File: config.mk
export PLATFORM = sky130hd
export DESIGN_NAME = grey_fb_writer
export DESIGN_NICKNAME = d
export VERILOG_FILES = /design/src/rtl/grey_fb_writer.sv
export SDC_FILE = /design/constraint.sdc
export NUM_CORES = 1
export LEC_CHECK = 0
export BUFFER_PORTS_ARGS = -buffer_cell sky130_fd_sc_hd__buf_2
export CAP_MARGIN = 10
export CORE_ASPECT_RATIO = 0.7
export CORE_MARGIN = 1.5
export CORE_UTILIZATION = 56
export DETAILED_ROUTE_END_ITERATION = 6
export PLACE_DENSITY = 0.85
export SLEW_MARGIN = 20
export SYNTH_ARGS = -nofsm -noshare
export SYNTH_HDL_FRONTEND = slang
export SYNTH_SLANG_ARGS = --single-unit
File: constraint.sdc
create_clock -name clk -period 1.9 [get_ports clk]
set_input_delay 0.095 -clock clk [delete_from_list [all_inputs] [get_ports clk]]
set_output_delay 0.095 -clock clk [all_outputs]
set_load 0.01 [all_outputs]
File: src/rtl/grey_fb_writer.sv
// grey_fb_writer: packs 4 grey pixels per 32-bit word and writes them to a linear frame buffer.
// Define DOUBLE_BUFFER_EN to alternate frames between BASE0 and BASE1.
module grey_fb_writer #(
   parameter int H_RES  = 640,
   parameter int V_RES  = 480,
   parameter int ADDR_W = 18,
   parameter int BASE0  = 0,
   parameter int BASE1  = 76800
) (
   input  logic              clk,
   input  logic              rst_n,
   input  logic              pix_valid,
   output logic              pix_ready,
   input  logic [7:0]        pix_grey,
   input  logic              pix_sof,
   output logic              mem_req,
   output logic [ADDR_W-1:0] mem_addr,
   output logic [31:0]       mem_wdata,
   input  logic              mem_ack,
   output logic              frame_done,
   output logic              sof_err,
   output logic              rd_buf
);
   localparam int WORDS = H_RES * V_RES / 4;
   typedef enum logic [1:0] {IDLE, PACK, WRITE} state_t;
   state_t state, state_nx;
   logic [1:0] byte_idx;
   logic [ADDR_W-1:0] word_cnt, base;
   logic [23:0] pend;
   logic wr_buf, take, start, last, done;
   assign pix_ready = state != WRITE;
   assign mem_req = state == WRITE;
   assign take = pix_valid & pix_ready;
   assign start = take & pix_sof;
   assign last = word_cnt == ADDR_W'(WORDS - 1);
   assign done = mem_req & mem_ack & last;
   assign base = wr_buf ? ADDR_W'(BASE1) : ADDR_W'(BASE0);
   always_ff @(posedge clk or negedge rst_n)
      if (!rst_n) state <= IDLE;
      else state <= state_nx;
   always_comb begin
      state_nx = state;
      if (start) state_nx = PACK;
      else if (state == PACK && take && byte_idx == 2'd3) state_nx = WRITE;
      else if (mem_req && mem_ack) state_nx = last ? IDLE : PACK;
   end
   // sof always restarts the frame; it is an error only when a frame was already underway
   always_ff @(posedge clk or negedge rst_n)
      if (!rst_n) begin
         byte_idx   <= '0;
         word_cnt   <= '0;
         pend       <= '0;
         mem_addr   <= ADDR_W'(BASE0);
         mem_wdata  <= '0;
         frame_done <= 1'b0;
         sof_err    <= 1'b0;
      end else begin
         frame_done <= done;
         sof_err <= start && state == PACK;
         if (start) begin
            pend[7:0] <= pix_grey;
            byte_idx <= 2'd1;
            word_cnt <= '0;
         end else if (take && state == PACK) begin
            byte_idx <= byte_idx + 2'd1;
            if (byte_idx == 2'd3) begin
               mem_wdata <= {pix_grey, pend};
               mem_addr <= base + word_cnt;
            end else pend[{byte_idx, 3'b000} +: 8] <= pix_grey;
         end else if (mem_req && mem_ack) word_cnt <= last ? '0 : word_cnt + ADDR_W'(1);
      end
`ifdef DOUBLE_BUFFER_EN
   always_ff @(posedge clk or negedge rst_n)
      if (!rst_n) begin
         wr_buf <= 1'b0;
         rd_buf <= 1'b0;
      end else if (done) begin
         rd_buf <= wr_buf;
         wr_buf <= !wr_buf;
      end
`else
   assign wr_buf = 1'b0;
   assign rd_buf = 1'b0;
`endif
endmodule
; ---- Yosys cells after proc, flatten, opt, wreduce, memory -nomap -nowiden
; Cells that the tools add are included.
[totals]
regBits = 98
output_inout_bits = 55
[op_classes]
add_sub_neg = 3
eq_ne = 7
n_shift = 2
n_mux = 14
bitwise = 6
n_reduce_logical = 11
[op_table]
columns = operator, n
row1 = 2-to-1 mux 18 bit, 4
row2 = bitwise mux 24 bit, 1
row3 = 2-to-1 mux 8 bit, 3
row4 = variable shift 8 x 7 -> 24 bit (first input constant), 1
row5 = indexed part select 8 x 7 -> 24 bit, 1
row6 = adder 18 x 1 -> 18 bit (second input constant), 1
row7 = == test 18 x 17 -> 1 bit (second input constant), 1
row8 = 2-to-1 mux 2 bit, 5
row9 = negator 5 -> 7 bit, 1
row10 = != test 2 bit (second input constant), 3
row11 = AND reduction 3 bit, 2
row12 = AND 1 bit, 4
row13 = == test 2 bit (second input constant), 2
row14 = logical AND 1 bit, 4
row15 = AND reduction 2 bit, 2
row16 = nonzero test 2 bit, 2
row17 = nonzero test 3 bit, 1
row18 = adder 2 x 1 -> 2 bit (second input constant), 1
row19 = == test 2 x 1 -> 1 bit (second input constant), 1
row20 = NOT 1 bit, 2
row21 = 2-to-1 mux 1 bit, 1

; ---- Depth between registers and ports, before layout
[logic_depth]
depth_word = 6
mapped_depth = 8
mapped_depth_nobuf = 7

; ---- Worst setup path before layout
; OpenSTA, ideal clock, no wires.
[synth_path]
kind = register -> register
startpoint = register word_cnt[12]
endpoint = register word_cnt[17]
setup_ns = 0.119
t_arrival_ns = 1.615
slack_ns = 0.167
path_stages_with_launch = 7
n_path_buf = 1
synth_period_minus_slack_ns = 1.733
cell_sequence = dfrtp_1 or4b_1 nor4_2 and4_1 or2b_4 buf_6 nor2_1
[synth_via]
elab_chain_cells = 5
[synth_rtl]
columns = item, line
row1 = start: declaration, 28  ; logic [ADDR_W-1:0] word_cnt, base;
row2 = start signal: assignment, 70  ; end else if (mem_req && mem_ack) word_cnt <= last ? '0 : word_cnt + ADDR_W'(1);
row3 = adder 18 x 1 -> 18 bit / == test 18 x 17 -> 1 bit (equally long branches), "70, 35"
row4 = 2-to-1 mux 18 bit (*) (2 in series), 70
row5 = 2-to-1 mux 18 bit (*), 64  ; end else if (take && state == PACK) begin
row6 = 2-to-1 mux 18 bit (*), 60  ; if (start) begin
; Every way passes the cells marked *; elsewhere a longest branch is shown, timed or not. The select of a mux whose other input is x is not followed.
; A chain may end at the register's enable or synchronous reset.

; ---- Worst setup path after layout
[layout_path]
startpoint = register word_cnt[10]
endpoint = register word_cnt[8]
[layout_via]
elab_chain_cells = 5
[layout_rtl]
columns = item, line
row1 = == test 18 x 17 -> 1 bit, 35  ; assign last = word_cnt == ADDR_W'(WORDS - 1);
row2 = 2-to-1 mux 18 bit (2 in series), 70
row3 = 2-to-1 mux 18 bit, 64
row4 = 2-to-1 mux 18 bit, 60
; Every way passes these cells. The select of a mux whose other input is x is not followed.

==> flow_metrics.env <==
export IMPL_path_class="reg2reg"
export IMPL_hold_path_end="pend[1]$_DFFE_PN0P_"
export IMPL_grt_pass1_wl_um=13700
export IMPL_rsz0062_at_grt="true"
export IMPL_finalMaxSlewViolations=0
export IMPL_avgRoutedWirePerCell_um=15.7
export IMPL_leakagePower_nw=2.45
export IMPL_coreArea_um2=6940
export IMPL_clock_latency_ns=0.37
export IMPL_yosysUniqueCellTypes=38
export IMPL_dp_cells=509
export IMPL_maxCapViolCount=0
export IMPL_synth_top_area_cell="dfrtp_1"
export IMPL_dp_slack_ns=0.0782
export IMPL_synth_cells=352
export IMPL_dp_hpwl_um=5790
export IMPL_hold_path_class="in2reg"
export IMPL_root_buffer="clkbuf_8"
export IMPL_area_growth_pct=17.7
export IMPL_finalWirelength_um=8310
export IMPL_cts_buffers=9
export IMPL_fin_crit_ns=1.83
export IMPL_antennaDiodeCount=0
export IMPL_via_per_inst=5.45
export IMPL_grt_pass1_vias=2731
export IMPL_r2r_start="word_cnt[10]$_DFFE_PN0P_"
export IMPL_rows=25
export IMPL_crit_path_start_kind="flip-flop"
export IMPL_cts_max_path_buffers=2
export IMPL_reg2reg_slack_ns=0.07
export IMPL_holdWs_ns=0.0136
export IMPL_finalPower_mw=5.51
export IMPL_peakVddDrop_uv=551
export IMPL_fin_ws_ns=0.0717
export IMPL_cp_max_fo=7
export IMPL_nets=448
export IMPL_ant_nets=0
export IMPL_layout_commonest_cell="dfrtp_1"
export IMPL_dieHeight_um=74.9
export IMPL_drtIter0Drc=210
export IMPL_instances_no_fill=528
export IMPL_powerDensity_nw_per_um2=1130
export IMPL_worstHoldStart="pix_grey[1]"
export IMPL_synthesis_nets=371
export IMPL_hold_viol=0
export IMPL_drive_gt1_share_pct=35.7
export IMPL_worstSetupEndpointType="flip-flop"
export IMPL_grt_start_max_net_pins=43
export IMPL_io_pins=68
export IMPL_syn_area_um2=4140
export IMPL_grt_usage_pct=22.8
export IMPL_vias=2879
export IMPL_ctsHtreeMaxLevel=3
export IMPL_first_pass_iters=4
export IMPL_cts_tree="yes"
export IMPL_reg2reg_depth=5
export IMPL_die_w_um=106
export IMPL_finalSetupViolCount=0
export IMPL_yosysSeqAreaShare_pct=59.3
export IMPL_synth_top_area_share_pct=59.3
export IMPL_grt_overflow_total=0
export IMPL_status="completed"
export IMPL_worstPathArrival_ns=2.09
export IMPL_synth_area_leaders="dfrtp_1, mux2_2, nand2_1"
export IMPL_syn_avg_cell_area_um2=11.8
export IMPL_rr_endpoint="word_cnt[8]$_DFFE_PN0P_"
export IMPL_cts_sinks=98
export IMPL_fin_skew_ns=0.0169
export IMPL_fmax_ghz=0.547
export IMPL_gp_congestion=0.897
export IMPL_fin_crit_sh_pct=96.2
export IMPL_holdPathStages=3
export IMPL_antenna_found_initial=0
export IMPL_start_util_pct=59.6
export IMPL_most_common_layout_cells="dfrtp_1, nand2_1, buf_2"
export IMPL_ys_warn_count=0
export IMPL_drc=0
export IMPL_required_ns=2.16
export IMPL_clk_pin_slew_ns=0.10
export IMPL_synth_seq_cells=98
export IMPL_io_buffer_count=66
export IMPL_fillers=521
export IMPL_die_area_um2=7920
[routing by layer]
metal	vias up	routed length, um	GRT usage, %
met5	-	0	0
met4	0	65	6.76
met3	7	596	5.54
met2	92	3680	33.8
met1	1411	3970	33.7
li1	1369	-	-
[final cells by class]
cell class,instances,area [um^2],area share [%]
clock buffers,9,124,2.54
clock inverters,7,57.6,1.18
inverters,3,11.3,0.231
multi-input cells,237,1630,33.4
flip-flops and latches,98,2450,50.4
well taps,94,118,2.42
repair buffers,80,480,9.87
[flip-flops by register name (all words and copies together), names as in the netlist]
signal / flops
pend: 24
mem_addr: 18
word_cnt: 18
byte_idx: 2
frame_done: 1
sof_err: 1
mem_wdata: 32
state: 2
[stage by stage]
stage | TNS [ns] | cell area [um^2] | utilization, %
3_3_place_gp | 0 | 4640 | 66.8
2_1_floorplan | 0 | 4140 | -
4_1_cts | 0 | 4840 | 69.7
6_report | 0 | 4870 | 70.1
3_5_place_dp | 0 | 4640 | 66.8
5_1_grt | -0.0921 | 4870 | 70.1
[how the worst max path moves through the flow]
stage / startpoint / endpoint
2_1_floorplan: word_cnt[12]$_DFFE_PN0P_ / word_cnt[17]$_DFFE_PN0P_
3_3_place_gp: word_cnt[1]$_DFFE_PN0P_ / word_cnt[3]$_DFFE_PN0P_
3_5_place_dp: word_cnt[1]$_DFFE_PN0P_ / word_cnt[8]$_DFFE_PN0P_
4_1_cts: word_cnt[1]$_DFFE_PN0P_ / word_cnt[3]$_DFFE_PN0P_
5_1_grt: word_cnt[10]$_DFFE_PN0P_ / word_cnt[8]$_DFFE_PN0P_
6_report: word_cnt[10]$_DFFE_PN0P_ / word_cnt[8]$_DFFE_PN0P_
[worst max-delay path: stages, from the launching register on]
cell	delay, ns
dfrtp_1	0.43
or4b_1	0.55
nor4_2	0.19
and4_1	0.27
or2b_2	0.22
nor2_1	0.08
[timing repair]
action | in CTS | in global routing
setup buffers | 0 | 0
resized for setup | 0 | 6
hold endpoints to repair | 29 | 0
hold buffers | 2 | 0
setup endpoints to repair | 0 | 25
[cells in the mapped netlist]
master	count
and3_1	1
nor4_2	1
buf_1	1
buf_4	1
and4_1	3
nand3_1	11
clkbuf_1	5
buf_6	1
nor4_1	4
mux2_2	50
nand4_1	7
nand2b_1	2
dfrtp_1	98
nor2b_1	1
o211ai_1	1
o21ai_0	27
ha_1	6
a31oi_2	1
a22o_1	1
nor4b_1	1
nor3_1	4
xnor2_1	12
inv_1	3
and4bb_2	1
o311ai_0	1
mux2i_1	1
or2_0	1
nand2_1	67
or4b_1	1
a32o_1	1
or2b_4	1
nor3b_1	4
conb_1	1
and3b_1	1
nor2_1	18
o31ai_1	1
buf_2	7
xor2_1	4
[power by group]
group	switching, mW	total, mW	leakage, nW	internal [mW]
clock	0.767	1.26	0.0886	0.497
sequential	0.233	2.73	1.33	2.50
combinational	0.811	1.51	1.03	0.697
[cells by family after synthesis]
kind of cell / share of synthesized area [%]
adders and majority gates: 1.81
xor gates and xnor gates: 3.39
and+or+nand+nor: 14.9
other: 0.0907
DFF: 59.3
muxes: 13.9
buffers and inverters: 2.12
AOI/OAI and AO/OA: 4.60
No activity file was read; power rests on OpenSTA's default activity.
